## src/rtl/snake_draw_exec.sv

```systemverilog
// snake_draw_exec: buffers draw commands, rasterises superpixel/rect fills, forwards two-word aux commands
module snake_draw_exec #(
    parameter int CMD_WIDTH     = 32,
    parameter int FIFO_DEPTH    = 16,
    parameter int H_LOGIC_WIDTH = 5,
    parameter int V_LOGIC_WIDTH = 5,
    parameter int SPIXEL_PHY    = 20,
    parameter int H_PHY_MAX     = 639,
    parameter int V_PHY_MAX     = 479,
    parameter int FB_ADDR_WIDTH = 19
) (
    input  logic                     clk_i,
    input  logic                     rst_i,
    input  logic [CMD_WIDTH-1:0]     cmd_i,
    input  logic                     cmd_vld_i,
    output logic [FB_ADDR_WIDTH-1:0] fb_addr_o,
    output logic [7:0]               fb_data_o,
    output logic                     fb_we_o,
    input  logic                     fb_rdy_i,
    output logic [2*CMD_WIDTH-1:0]   aux_cmd_o,
    output logic                     aux_vld_o,
    input  logic                     aux_rdy_i,
    output logic                     busy_o,
    output logic                     ovf_o
);
    localparam int PW = $clog2(FIFO_DEPTH);
    localparam logic [9:0] SP = 10'(SPIXEL_PHY);

    typedef enum logic [2:0] {IDLE, SETUP, FILL, AUX_WAIT, AUX_OUT} state_t;

    logic [CMD_WIDTH-1:0]   mem_q [FIFO_DEPTH];
    logic [PW-1:0]          wptr_q, rptr_q;
    logic [PW:0]            cnt_q;
    logic                   ovf_q;
    logic                   full, empty, push, pop;
    logic [CMD_WIDTH-1:0]   fifo_out;

    state_t                 state_q, state_d;
    logic [CMD_WIDTH-1:0]   cmd_q, cmd_d;
    logic [7:0]             colour_q, colour_d;
    logic [9:0]             px0_q, px0_d, px1_q, px1_d, py1_q, py1_d, px_q, px_d, py_q, py_d;
    logic [2*CMD_WIDTH-1:0] aux_q, aux_d;

    logic [3:0]               op;
    logic [H_LOGIC_WIDTH-1:0] x0, x1;
    logic [V_LOGIC_WIDTH-1:0] y0, y1;
    logic [7:0]               col;
    logic                     in_range, step, row_end;

    assign full     = cnt_q == (PW+1)'(FIFO_DEPTH);
    assign empty    = cnt_q == '0;
    assign push     = cmd_vld_i & ~full;
    assign fifo_out = mem_q[rptr_q];

    // FIFO storage; contents need no reset since the pointers define validity
    always_ff @(posedge clk_i) begin
        if (push) mem_q[wptr_q] <= cmd_i;
    end

    // FIFO pointers, occupancy and sticky overflow flag
    always_ff @(posedge clk_i) begin
        if (rst_i) begin
            wptr_q <= '0;
            rptr_q <= '0;
            cnt_q  <= '0;
            ovf_q  <= 1'b0;
        end else begin
            if (push) wptr_q <= wptr_q + 1'b1;
            if (pop) rptr_q <= rptr_q + 1'b1;
            cnt_q <= cnt_q + {{PW{1'b0}}, push} - {{PW{1'b0}}, pop};
            if (cmd_vld_i && full) ovf_q <= 1'b1;
        end
    end

    // Opcode 0 is a one-cell rect with its colour in a different field
    assign op  = cmd_q[31:28];
    assign x0  = cmd_q[27:23];
    assign y0  = cmd_q[22:18];
    assign x1  = (op == 4'h0) ? x0 : cmd_q[17:13];
    assign y1  = (op == 4'h0) ? y0 : cmd_q[12:8];
    assign col = (op == 4'h0) ? cmd_q[17:10] : cmd_q[7:0];

    // Off-screen pixels are stepped over at one per cycle without a write
    assign in_range = (px_q <= 10'(H_PHY_MAX)) && (py_q <= 10'(V_PHY_MAX));
    assign step     = (state_q == FILL) && (~in_range || fb_rdy_i);
    assign row_end  = px_q == px1_q;

    // Next-state logic for command decode, window setup, scan and aux hand-off
    always_comb begin
        state_d  = state_q;
        pop      = 1'b0;
        cmd_d    = cmd_q;
        colour_d = colour_q;
        px0_d    = px0_q;
        px1_d    = px1_q;
        py1_d    = py1_q;
        px_d     = px_q;
        py_d     = py_q;
        aux_d    = aux_q;
        case (state_q)
            IDLE: if (!empty) begin
                pop     = 1'b1;
                cmd_d   = fifo_out;
                state_d = (fifo_out[31:28] <= 4'h1) ? SETUP :
                          (fifo_out[31:28] == 4'h9 || fifo_out[31:28] == 4'hA) ? AUX_WAIT : IDLE;
            end
            SETUP: begin
                px0_d    = 10'(x0) * SP;
                px_d     = 10'(x0) * SP;
                px1_d    = 10'(x1) * SP + SP - 10'd1;
                py_d     = 10'(y0) * SP;
                py1_d    = 10'(y1) * SP + SP - 10'd1;
                colour_d = col;
                state_d  = (x1 < x0 || y1 < y0) ? IDLE : FILL;
            end
            FILL: if (step) begin
                px_d    = row_end ? px0_q : px_q + 10'd1;
                py_d    = row_end ? py_q + 10'd1 : py_q;
                state_d = (row_end && py_q == py1_q) ? IDLE : FILL;
            end
            AUX_WAIT: if (!empty) begin
                pop     = 1'b1;
                aux_d   = {cmd_q, fifo_out};
                state_d = AUX_OUT;
            end
            AUX_OUT: state_d = aux_rdy_i ? IDLE : AUX_OUT;
            default: state_d = IDLE;
        endcase
    end

    // FSM and datapath registers
    always_ff @(posedge clk_i) begin
        if (rst_i) begin
            state_q  <= IDLE;
            cmd_q    <= '0;
            colour_q <= '0;
            px0_q    <= '0;
            px1_q    <= '0;
            py1_q    <= '0;
            px_q     <= '0;
            py_q     <= '0;
            aux_q    <= '0;
        end else begin
            state_q  <= state_d;
            cmd_q    <= cmd_d;
            colour_q <= colour_d;
            px0_q    <= px0_d;
            px1_q    <= px1_d;
            py1_q    <= py1_d;
            px_q     <= px_d;
            py_q     <= py_d;
            aux_q    <= aux_d;
        end
    end

    assign fb_addr_o = FB_ADDR_WIDTH'(py_q) * FB_ADDR_WIDTH'(H_PHY_MAX + 1) + FB_ADDR_WIDTH'(px_q);
    assign fb_data_o = colour_q;
    assign fb_we_o   = (state_q == FILL) && in_range;
    assign aux_cmd_o = aux_q;
    assign aux_vld_o = state_q == AUX_OUT;
    assign busy_o    = (state_q != IDLE) || !empty;
    assign ovf_o     = ovf_q;
endmodule

```

## config.mk

```make
export PLATFORM = sky130hd
export DESIGN_NAME = snake_draw_exec
export DESIGN_NICKNAME = d
export VERILOG_FILES = /design/src/rtl/snake_draw_exec.sv
export SDC_FILE = /design/constraint.sdc
export NUM_CORES = 1
export LEC_CHECK = 0
export CAP_MARGIN = 20
export CORE_MARGIN = 2
export CORE_UTILIZATION = 50
export CTS_CLUSTER_DIAMETER = 50
export DETAILED_ROUTE_END_ITERATION = 8
export PLACE_DENSITY_LB_ADDON = 0.05
export SKIP_LAST_GASP = 1
export SYNTH_ARGS = -nofsm -noshare
export SYNTH_HDL_FRONTEND = slang
export SYNTH_SLANG_ARGS = --single-unit
```

## constraint.sdc

```tcl
create_clock -name clk_i -period 6.6 [get_ports clk_i]
set_input_delay 0.99 -clock clk_i [delete_from_list [all_inputs] [get_ports clk_i]]
set_output_delay 0.99 -clock clk_i [all_outputs]
set_load 0.01 [all_outputs]
```

== Yosys cells after proc, flatten, opt, wreduce, memory -nomap -nowiden ==
Memory sizes are Yosys's and may differ from the RTL's. A register that Yosys moved wholly into a read port is not among the register bits.
Index checks and enable logic that the tools add are counted.

* Muxes and demuxes: 24
* Multiply operators: 5
* Reductions and logical operators: 21
* Order comparisons: 5
* Equality and inequality tests: 13
* Add/subtract/negate cells: 11
* Bitwise logic cells: 4

{| class="wikitable"
|+ Operators by type and width
! cell !! count
|-
| $mux 10 || 4
|-
| $pmux 10 s2 || 2
|-
| $mul 5x3->8 const B || 4
|-
| $add 10x1->10 const B || 2
|-
| $add 10x5->10 const B || 2
|-
| $eq 10x10->1 || 2
|-
| $sub 10x1->10 const B || 2
|-
| $add 19x10->19 || 1
|-
| $pmux 3 s5 || 1
|-
| $mul 10x3->12 const B || 1
|-
| $mux 3 || 4
|-
| $le 10x10->1 const B || 1
|-
| $le 10x9->1 const B || 1
|-
| $lt 5x5->1 || 2
|-
| $mux 5 || 2
|-
| $add 4x1->4 const B || 2
|-
| $eq 4x4->1 const B || 2
|-
| $mux 2 || 4
|-
| $mux 4 || 2
|-
| $mux 8 || 1
|-
| $ne 2x2->1 const B || 4
|-
| $eq 3x2->1 const B || 2
|-
| $reduce_and 2->1 || 3
|-
| $reduce_and 3->1 || 2
|-
| other kinds (18) || 30
|}

* Bits in registers: 169
* Word-level logic and storage cells: 97
* RAM bits: 512
* Output and inout port bits: 95
* Memories: 1
* Input bits: 37

{| class="wikitable"
|+ Memory list
! name !! words !! width !! read ports !! clocked after Yosys merged registers in !! write ports !! RTL line !! source
|-
| mem_q || 16 || 32 || 1 || 1 || 1 || 31 || <nowiki>logic [CMD_WIDTH-1:0] mem_q [FIFO_DEPTH];</nowiki>
|}

== Longest topological paths before layout ==
Gate-level depths: netlist of the first run.

* Depth after elaboration: 7
* Gate-level depth with buffers: 16
* Depth with buffers taken out: 15

== Worst setup path before layout of the first run ==
OpenSTA, ideal clock, no wires.

* Path type: input to register
* From: input cmd_vld_i
* To: memory mem_q[3][0] (enable)
* Library setup time: 0.461 ns
* Data arrival time: 3.755 ns
* Setup slack: 2.383 ns
* Stages on the path: 4
* Buffers on the path: 1
* Required time: 6.139 ns
* Path through: nor2b_1 > clkbuf_1 > nand2_1 > nor3_1

* Longest elaborated chain between the ends: 3

{| class="wikitable"
|+ RTL lines
! what !! RTL line !! source
|-
| start: declaration || 15 || <nowiki>input logic cmd_vld_i,</nowiki>
|-
| $and 1x1->1 || 52 || <nowiki>assign push = cmd_vld_i & ~full;</nowiki>
|-
| $mux 1 || 57 || <nowiki>if (push) mem_q[wptr_q] <= cmd_i;</nowiki>
|-
| $mux 1 (implied by the code) || 57 ||
|-
| end: declaration || 31 ||
|}

No other way between the ends.

== Worst setup path in the final report of the first run ==
* From: register py_q[1]
* To: output fb_addr_o[18]

* Longest elaborated chain between the ends: 2

{| class="wikitable"
|+ RTL lines
! what !! RTL line !! source
|-
| start: declaration || 41 || <nowiki>logic [9:0] px0_q, px0_d, px1_q, px1_d, py1_q, py1_d, px_q, px_d, py_q, py_d;</nowiki>
|-
| start signal: assignment || 151 || <nowiki>py_q <= py_d;</nowiki>
|-
| $mul 10x3->12 || 156 || <nowiki>assign fb_addr_o = FB_ADDR_WIDTH'(py_q) * FB_ADDR_WIDTH'(H_PHY_MAX + 1) + FB_ADDR_WIDTH'(px_q);</nowiki>
|-
| $add 19x10->19 || 156 ||
|-
| end: declaration || 16 || <nowiki>output logic [FB_ADDR_WIDTH-1:0] fb_addr_o,</nowiki>
|}

No other way between the ends.

==> results.yml, run 1 <==
global_routing:
  grt_pass1_wl_um: 98200
  grt_usage_pct: 22.8
  grt_remaining_overflow: 0
  use_met2_pct: 38.0
  top_usage_layer: "met2"
  grt_antenna_before_repair: 2
  grt_pass1_vias: 15900
  met3_usage_pct: 3.56
  grt_start_max_net_pins: 112
  grt_use_met1_pct: 31.9
layout:
  layout-drive-gt1-share_pct: 16.5
  fin_area_um2: 32600
  fillers: 4294
  area_delta_synth_final_pct: 16.1
  nNetsFinal: 2091
  finalNonFillerCells: 2790
place:
  dp.cells: 2655
  placed_cell_area_um2: 30300
  dpl.hpwl_um: 39500
  place.port_buffers: 131
  routabilityCongestion: 0.891
clock_network:
  cts.sinks: 682
  root_buffer: "clkbuf_16"
  cts.repair.resized: 0
  cts_setup_buffers: 0
  cts_made_buffers: 75
  hold_buffers: 0
  cts_tree: "built"
  clkSlewWorstSetupHoldPaths_ns: 0.06
  clock_path_buffers: 3
  clock_latency_ns: 0.61
  htreeDepth: 3
yosys:
  syn_avg_cell_area_um2: 15.2
  synth-edff-count: 512
  syn_area_um2: 28100
  ys_seq_area_share_pct: 66.8
  async_reset_ff_share_pct: 0
  syn_inst: 1848
  yosys_warnings: 0
  yosys_most_used_dff: "edfxtp_1"
  synth_seq_cells: 682
  ys_types: 69
  synth_nets: 1953
critical_path:
  worst-path-buf-inv: 1
  cpLargestDelayFamily: "adder cells"
  max_stage_delay_ns: 0.55
  crit_required_ns: 5.61
  crit_arrival_ns: 3.88
  path_cells: "ha_1, ha_1, fa_1, a211oi_1, o21ai_0, a21oi_1, xor2_1, nor4_1, xnor2_1, clkdlybuf4s50_1"
  cp_max_fo: 8
  crit_type: "flop to output port"
  startpoint_type: "flop"
  cp-end-kind: "output port"
  critPathSlowestCell: "clkdlybuf4s50_1"
  cpMostUsedCell: "ha_1"
timing:
  fin_crit_ns: 4.87
  rsz0062_at_grt: "no"
  max-slew-margin-rel_pct: 38.1
  clock_skew_ns: 0.0159
  period_share_pct: 73.8
  setup_viol: 0
  tns_ns: 0
  fin_hold_ws_ns: 0.452
  finalHoldViolCount: 0
  slew_viol_final: 0
  tightestPinTransition_ns: 0.929
  fmax_mhz: 205
die:
  core_area_um2: 55300
  io_pins: 132
  rows: 86
  initial_core_util_pct: 50.8
  die_h_um: 241
  die-area_um2: 58100
  die_x_um: 241
route:
  vias: 16000
  drt-total-wl_um: 64700
  drt_iter0_drc: 1281
  remaining_drc_errors: 0
  wl_per_cell_um: 23.2
  detail-route-antenna-nets: 0
  first_pass_iters: 8
  via_per_inst: 5.74
power_and_ir_drop:
  p_leak_nw: 10.8
  ir_drop_mv: 0.231
  powerDensity_nw_per_um2: 402
outcome:
  outcome: "complete, no violations"
run:
  max_cap_viol_count: 0
hold_path:
  hold_class: "flop to flop"
==> sequential cells by signal, summed over array words and instances (netlist names), named ones only <==
name	flops
cnt_q	5
state_q	3
aux_cmd_o	64
ovf_o	1
px0_q	8
mem_q	512
fb_data_o	8
cmd_q	32
py_q	10
wptr_q	4
py1_q	8
px_q	10
px1_q	9
rptr_q	4
==> layout by cell type (no fill, tap or decap), types with 11 or more instances in the layout <==
cell / instances
mux4_2: 152
clkbuf_1: 18
a21oi_1: 150
xor2_1: 18
nand2_1: 239
a211oi_1: 28
nor3_1: 19
buf_4: 38
nand3_1: 19
nor2_1: 85
nor2_4: 13
clkdlybuf4s50_1: 130
o21ai_0: 26
xnor2_1: 42
clkinv_1: 11
dfxtp_1: 167
inv_1: 36
ha_1: 61
edfxtp_1: 512
mux2i_1: 24
clkbuf_16: 76
==> metrics by stage <==
step	utilization [%]	worst slack, ns	power (W)
2_1_floorplan	-	2.38	0.00807
3_3_place_gp	54.7	2.39	0.00926
3_5_place_dp	54.7	2.36	0.00929
4_1_cts	58.9	1.68	0.0133
5_1_grt	59.0	1.49	0.0138
6_report	59.0	1.73	0.0131
==> power breakdown <==
part	internal [W]	switching (W)	leakage [nW]	total, W
Clock	0.00230	0.00165	1.14	0.00396
Combinational	0.00174	0.00205	3.63	0.00379
Sequential	0.00493	0.000453	6.01	0.00539
Total	0.00898	0.00416	10.8	0.0131
==> metal layers <==
metal | part of all wire (%) | vias up
met2 | 49 | 387
li1 | - | 7323
met5 | 0.025 | -
met1 | 45 | 8211
met4 | 1.7 | 2
met3 | 4.4 | 85
==> final cells by class <==
cell class	instances	area [um^2]	share of cell area (%)
clock inverters	33	297	0.909
inverters	38	143	0.437
flip-flops and latches	682	18800	57.6
clock buffers	99	2040	6.25
diodes	1	2.50	0.00767
well taps	748	936	2.87
multi-input cells	1018	8790	26.9
repair buffers	171	1640	5.02
==> cell families after synthesis <==
family,count (synthesis),synth area share [%]
adder cells (fa/ha/maj),68,3.22
XOR/XNOR,60,1.87
flip-flops,682,66.8
buffers and inverters,148,2.32
AND/OR/NAND/NOR,443,6.87
AO/OA/AOI/OAI,269,5.77
multiplexers,178,13.1
==> final timing paths <==
check | startpoint | to | slack, ns | cells after the start
worst max-delay path | py_q[1]$_SDFFE_PP0P_ | fb_addr_o[18] | 1.73 | 10
worst min register to register | aux_cmd_o[55]$_SDFFE_PP0P_ | aux_cmd_o[55]$_SDFFE_PP0P_ | 0.45 | 2
worst min-delay path | aux_cmd_o[55]$_SDFFE_PP0P_ | aux_cmd_o[55]$_SDFFE_PP0P_ | 0.45 | 2
worst max register to register | cmd_q[28]$_SDFFE_PP0P_ | py1_q[9]$_SDFFE_PP0P_ | 3.03 | 13
==> synthesized netlist by cell type (all sizes together), types with 26 or more instances <==
master | instances | area, um^2
buf | 49 | 279
dfxtp | 170 | 3400
a211oi | 29 | 223
o21ai | 26 | 130
nand2 | 239 | 897
inv | 37 | 139
nor2 | 99 | 374
edfxtp | 512 | 15400
a21oi | 150 | 751
clkbuf | 61 | 229
ha | 61 | 763
mux4 | 152 | 3420
xnor2 | 42 | 368
==> worst min-delay path: stages, from the launching register on <==
cell	delay, ns
dfxtp_1	0.30
nand2_1	0.05
a21oi_1	0.05
(Power assumes the default switching activity.)
==> inputs of run 2 (changes only) <==
- clock period: 6.6 -> 5.1 ns (I/O delays scaled with it)
==> run 2 against run 1 <==
  * Register-to-register slack worse by 1.5 ns
  * Clock power is 37% higher
  * Wire length is 2.1% higher
  * First-iteration DRC count is 4.3% higher
  * Final cell count is 0.25% higher
  * Final area is 0.50% higher
  * Non-clock buffer count is 1 lower
  * Highest routed layer unchanged
==> results.yml, run 2 (synthesis results as in run 1) <==
place:
  placed_cell_area_um2: 30300
  place_ws_ns: 1.07
  dpl.hpwl_um: 41000
  place.port_buffers: 131
  dp.cells: 2655
  routabilityCongestion: 0.873
clock_network:
  root_buffer: "clkbuf_16"
  clock_latency_ns: 0.62
  hold_buffers: 0
  htreeDepth: 3
  cts_made_buffers: 77
  clkSlewWorstSetupHoldPaths_ns: 0.05
  cts_tree: "built"
  cts_setup_buffers: 0
  cts.sinks: 682
  clock_path_buffers: 3
  cts.repair.resized: 0
global_routing:
  grt_pass1_vias: 16200
  grt_remaining_overflow: 0
  grt_antenna_before_repair: 2
  grt_pass1_wl_um: 99400
  grt_usage_pct: 23.3
  grt_start_max_net_pins: 78
layout:
  fin_area_um2: 32800
  largest_reg_flops: 512
  fillers: 4300
  nNetsFinal: 2092
  regMostFlops: "mem_q"
  layout-drive-gt1-share_pct: 16.7
  area_delta_synth_final_pct: 16.7
  final_common_cell: "edfxtp_1"
  layout_common_cells: "edfxtp_1, nand2_1, dfxtp_1, mux4_2, a21oi_1"
  finalNonFillerCells: 2797
critical_path:
  critPathSlowestCell: "clkdlybuf4s50_1"
  crit_required_ns: 4.34
  cp-end-kind: "output port"
  cpMostUsedCell: "ha_1"
  path_cells: "ha_1, ha_1, fa_1, a211oi_1, o21ai_0, a21oi_1, xor2_1, nor4_1, xnor2_1, clkdlybuf4s50_1"
  max_stage_delay_ns: 0.55
  crit_type: "flop to output port"
  crit_arrival_ns: 3.85
  cp_max_fo: 8
  startpoint_type: "flop"
die:
  die-area_um2: 58100
  core_area_um2: 55300
  rows: 86
  io_pins: 132
  die_x_um: 241
  initial_core_util_pct: 50.8
  die_h_um: 241
route:
  via_per_inst: 5.76
  drt_iter0_drc: 1336
  wl_per_cell_um: 23.6
  detail-route-antenna-nets: 0
  vias: 16100
  first_pass_iters: 6
  drt-total-wl_um: 66100
  remaining_drc_errors: 0
timing:
  max-slew-margin-rel_pct: 39.1
  finalHoldViolCount: 0
  setup_ws_ns: 0.484
  clock_skew_ns: 0.0269
  period_share_pct: 90.5
  rsz0062_at_grt: "no"
  fmax_mhz: 217
  tightestPinTransition_ns: 0.914
  fin_crit_ns: 4.62
  setup_viol: 0
  tns_ns: 0
  slew_viol_final: 0
run:
  max_cap_viol_count: 0
power_and_ir_drop:
  powerDensity_nw_per_um2: 529
  ir_drop_mv: 0.345
  p_leak_nw: 10.8
hold_path:
  hold_class: "flop to flop"
outcome:
  outcome: "complete, no violations"
## run 2: path summary, 6_finish.rpt
| check | from | cells after the start | slack (ns) | endpoint |
|---|---|---|---|---|
| min | aux_cmd_o[58]$_SDFFE_PP0P_ | 2 | 0.45 | aux_cmd_o[58]$_SDFFE_PP0P_ |
| min reg2reg | aux_cmd_o[58]$_SDFFE_PP0P_ | 2 | 0.45 | aux_cmd_o[58]$_SDFFE_PP0P_ |
| max | py_q[1]$_SDFFE_PP0P_ | 10 | 0.48 | fb_addr_o[18] |
| max reg2reg | cmd_q[28]$_SDFFE_PP0P_ | 13 | 1.51 | py1_q[9]$_SDFFE_PP0P_ |
## run 2: metrics by stage
stage               power [W]  hold slack, ns  util [%]
floorplan              0.0104           0.436         -
global placement       0.0120           0.445      54.8
detailed placement     0.0121           0.446      54.8
CTS                    0.0175           0.453      59.3
global route           0.0182           0.465      59.3
finish                 0.0174           0.452      59.3
## run 2: power breakdown
group | leakage (nW) | internal, W | switching [W]
logic | 3.62 | 0.00226 | 0.00276
clock network | 1.19 | 0.00321 | 0.00220
registers | 6.01 | 0.00638 | 0.000533
total | 10.8 | 0.0119 | 0.00550
## run 2: worst max-delay path, delay by kind of cell (launching register included)
| kind | cells | cell delay [ns] |
|---|---|---|
| compound gates | 3 | 0.61 |
| buf+inv | 1 | 0.55 |
| xor+xnor | 2 | 0.31 |
| simple gates | 1 | 0.37 |
| flops | 1 | 0.47 |
| fa+ha+maj | 3 | 0.96 |
## run 2: cell type report
class	count	area [um^2]	area share (%)
flip-flops and latches	682	18800	57.3
multi-input cells	1018	8790	26.8
clock buffers	97	2080	6.33
repair buffers	170	1640	4.99
well taps	748	936	2.85
clock inverters	42	423	1.29
inverters	38	143	0.435
diodes	2	5.00	0.0153
## run 2: layer usage
layer / up-vias / GRT usage [%] / wire, um / part of all wire [%]
met2: 419 / 38.6 / 32600 / 49
met1: 8248 / 31.5 / 28600 / 43
met3: 110 / 4.40 / 3340 / 5.1
met4: 2 / 6.62 / 1590 / 2.4
met5: - / 0 / 13 / 0.020
li1: 7334 / - / - / -
==> inputs of run 3 (changes only) <==
- CAP_MARGIN: 20 -> 40
==> run 3 against run 2 <==
  * Hold slack got worse by 0.0011 ns
  * Non-clock buffer count increased by 2
  * Clock skew decreased by 0.0074 ns
  * Critical path depth unchanged
  * Via count increased by 0.12%
  * Wire length about the same
  * Fmax decreased by 0.33%
  * Final area increased by 0.24%
==> results.yml, run 3 (synthesis results as in run 1) <==
critical_path:
  max_stage_delay_ns: 0.55
  critPathSlowestCell: "clkdlybuf4s50_1"
  rr_startpoint: "cmd_q[28]$_SDFFE_PP0P_"
  reg2reg_slack_ns: 1.37
  cpMostUsedCell: "ha_1"
  reg2reg_depth: 13
  cp_max_fo: 8
  crit_arrival_ns: 3.87
  cp-end-kind: "output port"
  path_cells: "ha_1, ha_1, fa_1, a211oi_1, o21ai_0, a21oi_1, xor2_1, nor4_1, xnor2_1, clkdlybuf4s50_1"
  crit_type: "flop to output port"
  startpoint_type: "flop"
  crit_required_ns: 4.34
  timing.rr.end: "py1_q[9]$_SDFFE_PP0P_"
clock_network:
  cts.sinks: 682
  cts_made_buffers: 78
  clkSlewWorstSetupHoldPaths_ns: 0.06
  clock_path_buffers: 3
  root_buffer: "clkbuf_16"
  cts_tree: "built"
  clock_latency_ns: 0.62
  htreeDepth: 3
  cts.repair.resized: 0
  hold_buffers: 0
  cts_setup_buffers: 0
die:
  io_pins: 132
  die_x_um: 241
  rows: 86
  core_area_um2: 55300
  die-area_um2: 58100
  initial_core_util_pct: 50.8
  die_h_um: 241
place:
  routabilityCongestion: 0.873
  dpl.hpwl_um: 41200
  placed_cell_area_um2: 30300
  place.port_buffers: 131
route:
  first_pass_iters: 6
  vias: 16100
  detail-route-antenna-nets: 0
  drt_iter0_drc: 1410
  via_per_inst: 5.75
  wl_per_cell_um: 23.5
  drt-total-wl_um: 66000
  remaining_drc_errors: 0
timing:
  fin_crit_ns: 4.63
  setup_viol: 0
  rsz0062_at_grt: "no"
  finalHoldViolCount: 0
  fmax_mhz: 216
  period_share_pct: 90.8
  max-slew-margin-rel_pct: 39.9
  clock_skew_ns: 0.0195
  tns_ns: 0
  tightestPinTransition_ns: 0.902
  slew_viol_final: 0
power_and_ir_drop:
  ir_drop_mv: 0.410
  p_leak_nw: 10.9
  powerDensity_nw_per_um2: 529
hold_path:
  hp-start: "aux_cmd_o[0]$_SDFFE_PP0P_"
  hold_class: "flop to flop"
  min_to: "aux_cmd_o[0]$_SDFFE_PP0P_"
  min_path_cells: 2
run:
  max_cap_viol_count: 0
layout:
  nNetsFinal: 2095
  fin_area_um2: 32900
  regMostFlops: "mem_q"
  area_delta_synth_final_pct: 17.0
  final_common_cell: "edfxtp_1"
  largest_reg_flops: 512
  layout-drive-gt1-share_pct: 17.3
  layout_common_cells: "edfxtp_1, nand2_1, dfxtp_1, mux4_2, a21oi_1"
global_routing:
  grt_remaining_overflow: 0
  grt_pass1_vias: 16100
  grt_antenna_before_repair: 2
  grt_pass1_wl_um: 99400
  grt_start_max_net_pins: 78
  grt_usage_pct: 23.3
outcome:
  outcome: "complete, no violations"
==> run 3: cell types whose count changed in the layout (fill, tap and decap cells not counted), sizes merged <==
cell,change
clkinv,+13
clkbuf,-5
clkinvlp,-3
buf,+2
inv,+2
bufinv,-1
==> run 3: cell type report <==
type                    count  area, um^2
fillers                  4278       22400
flip-flops and latches    682       18800
multi-input cells        1018        8790
clock buffers              92        2060
repair buffers            172        1680
well taps                 748         936
clock inverters            53         474
inverters                  38         143
diodes                      2        5.00
==> run 3: power by group <==
group | internal, W | switching, W | leakage [nW] | total [W]
sequential | 0.00638 | 0.000474 | 6.01 | 0.00686
combinational | 0.00227 | 0.00282 | 3.64 | 0.00509
clock | 0.00318 | 0.00226 | 1.24 | 0.00544
==> run 3: per-stage QoR <==
step | cells | setup WS [ns] | hold WS (ns) | total power, W | utilization [%]
after global placement | 2655 | 1.07 | 0.445 | 0.0120 | 54.8
after floorplan | 1848 | 1.11 | 0.436 | 0.0104 | -
after CTS | 2803 | 0.417 | 0.454 | 0.0175 | 59.4
final | 2805 | 0.469 | 0.451 | 0.0174 | 59.4
after detailed placement | 2658 | 1.09 | 0.446 | 0.0121 | 54.9
after global routing | 2805 | 0.237 | 0.465 | 0.0183 | 59.4
==> run 3: worst max-delay path: cells and delay by family, from the launching register on <==
kind	cells	cell delay (ns)
flip-flops	1	0.47
AO/OA/AOI/OAI	3	0.63
buffers and inverters	1	0.55
adder cells (fa/ha/maj)	3	0.95
AND/OR/NAND/NOR	1	0.36
XOR/XNOR	2	0.31
==> run 3: worst max-delay path by stage <==
stage	to	depth (start not counted)	start	slack, ns
2_1_floorplan	mem_q[3][0]$_DFFE_PP_	4	cmd_vld_i	1.11
3_3_place_gp	fb_addr_o[18]	10	py_q[1]$_SDFFE_PP0P_	1.07
3_5_place_dp	fb_addr_o[18]	9	py_q[1]$_SDFFE_PP0P_	1.09
4_1_cts	fb_addr_o[18]	9	py_q[1]$_SDFFE_PP0P_	0.42
5_1_grt	fb_addr_o[18]	9	py_q[1]$_SDFFE_PP0P_	0.24
6_report	fb_addr_o[18]	10	py_q[1]$_SDFFE_PP0P_	0.47
==> run 3: metal layers <==
metal	up-vias	global-route usage (%)	wire [um]
met4	0	7.07	1720
met5	-	0	0
met3	116	4.47	3350
met2	442	37.9	32300
met1	8227	31.9	28600
li1	7348	-	-
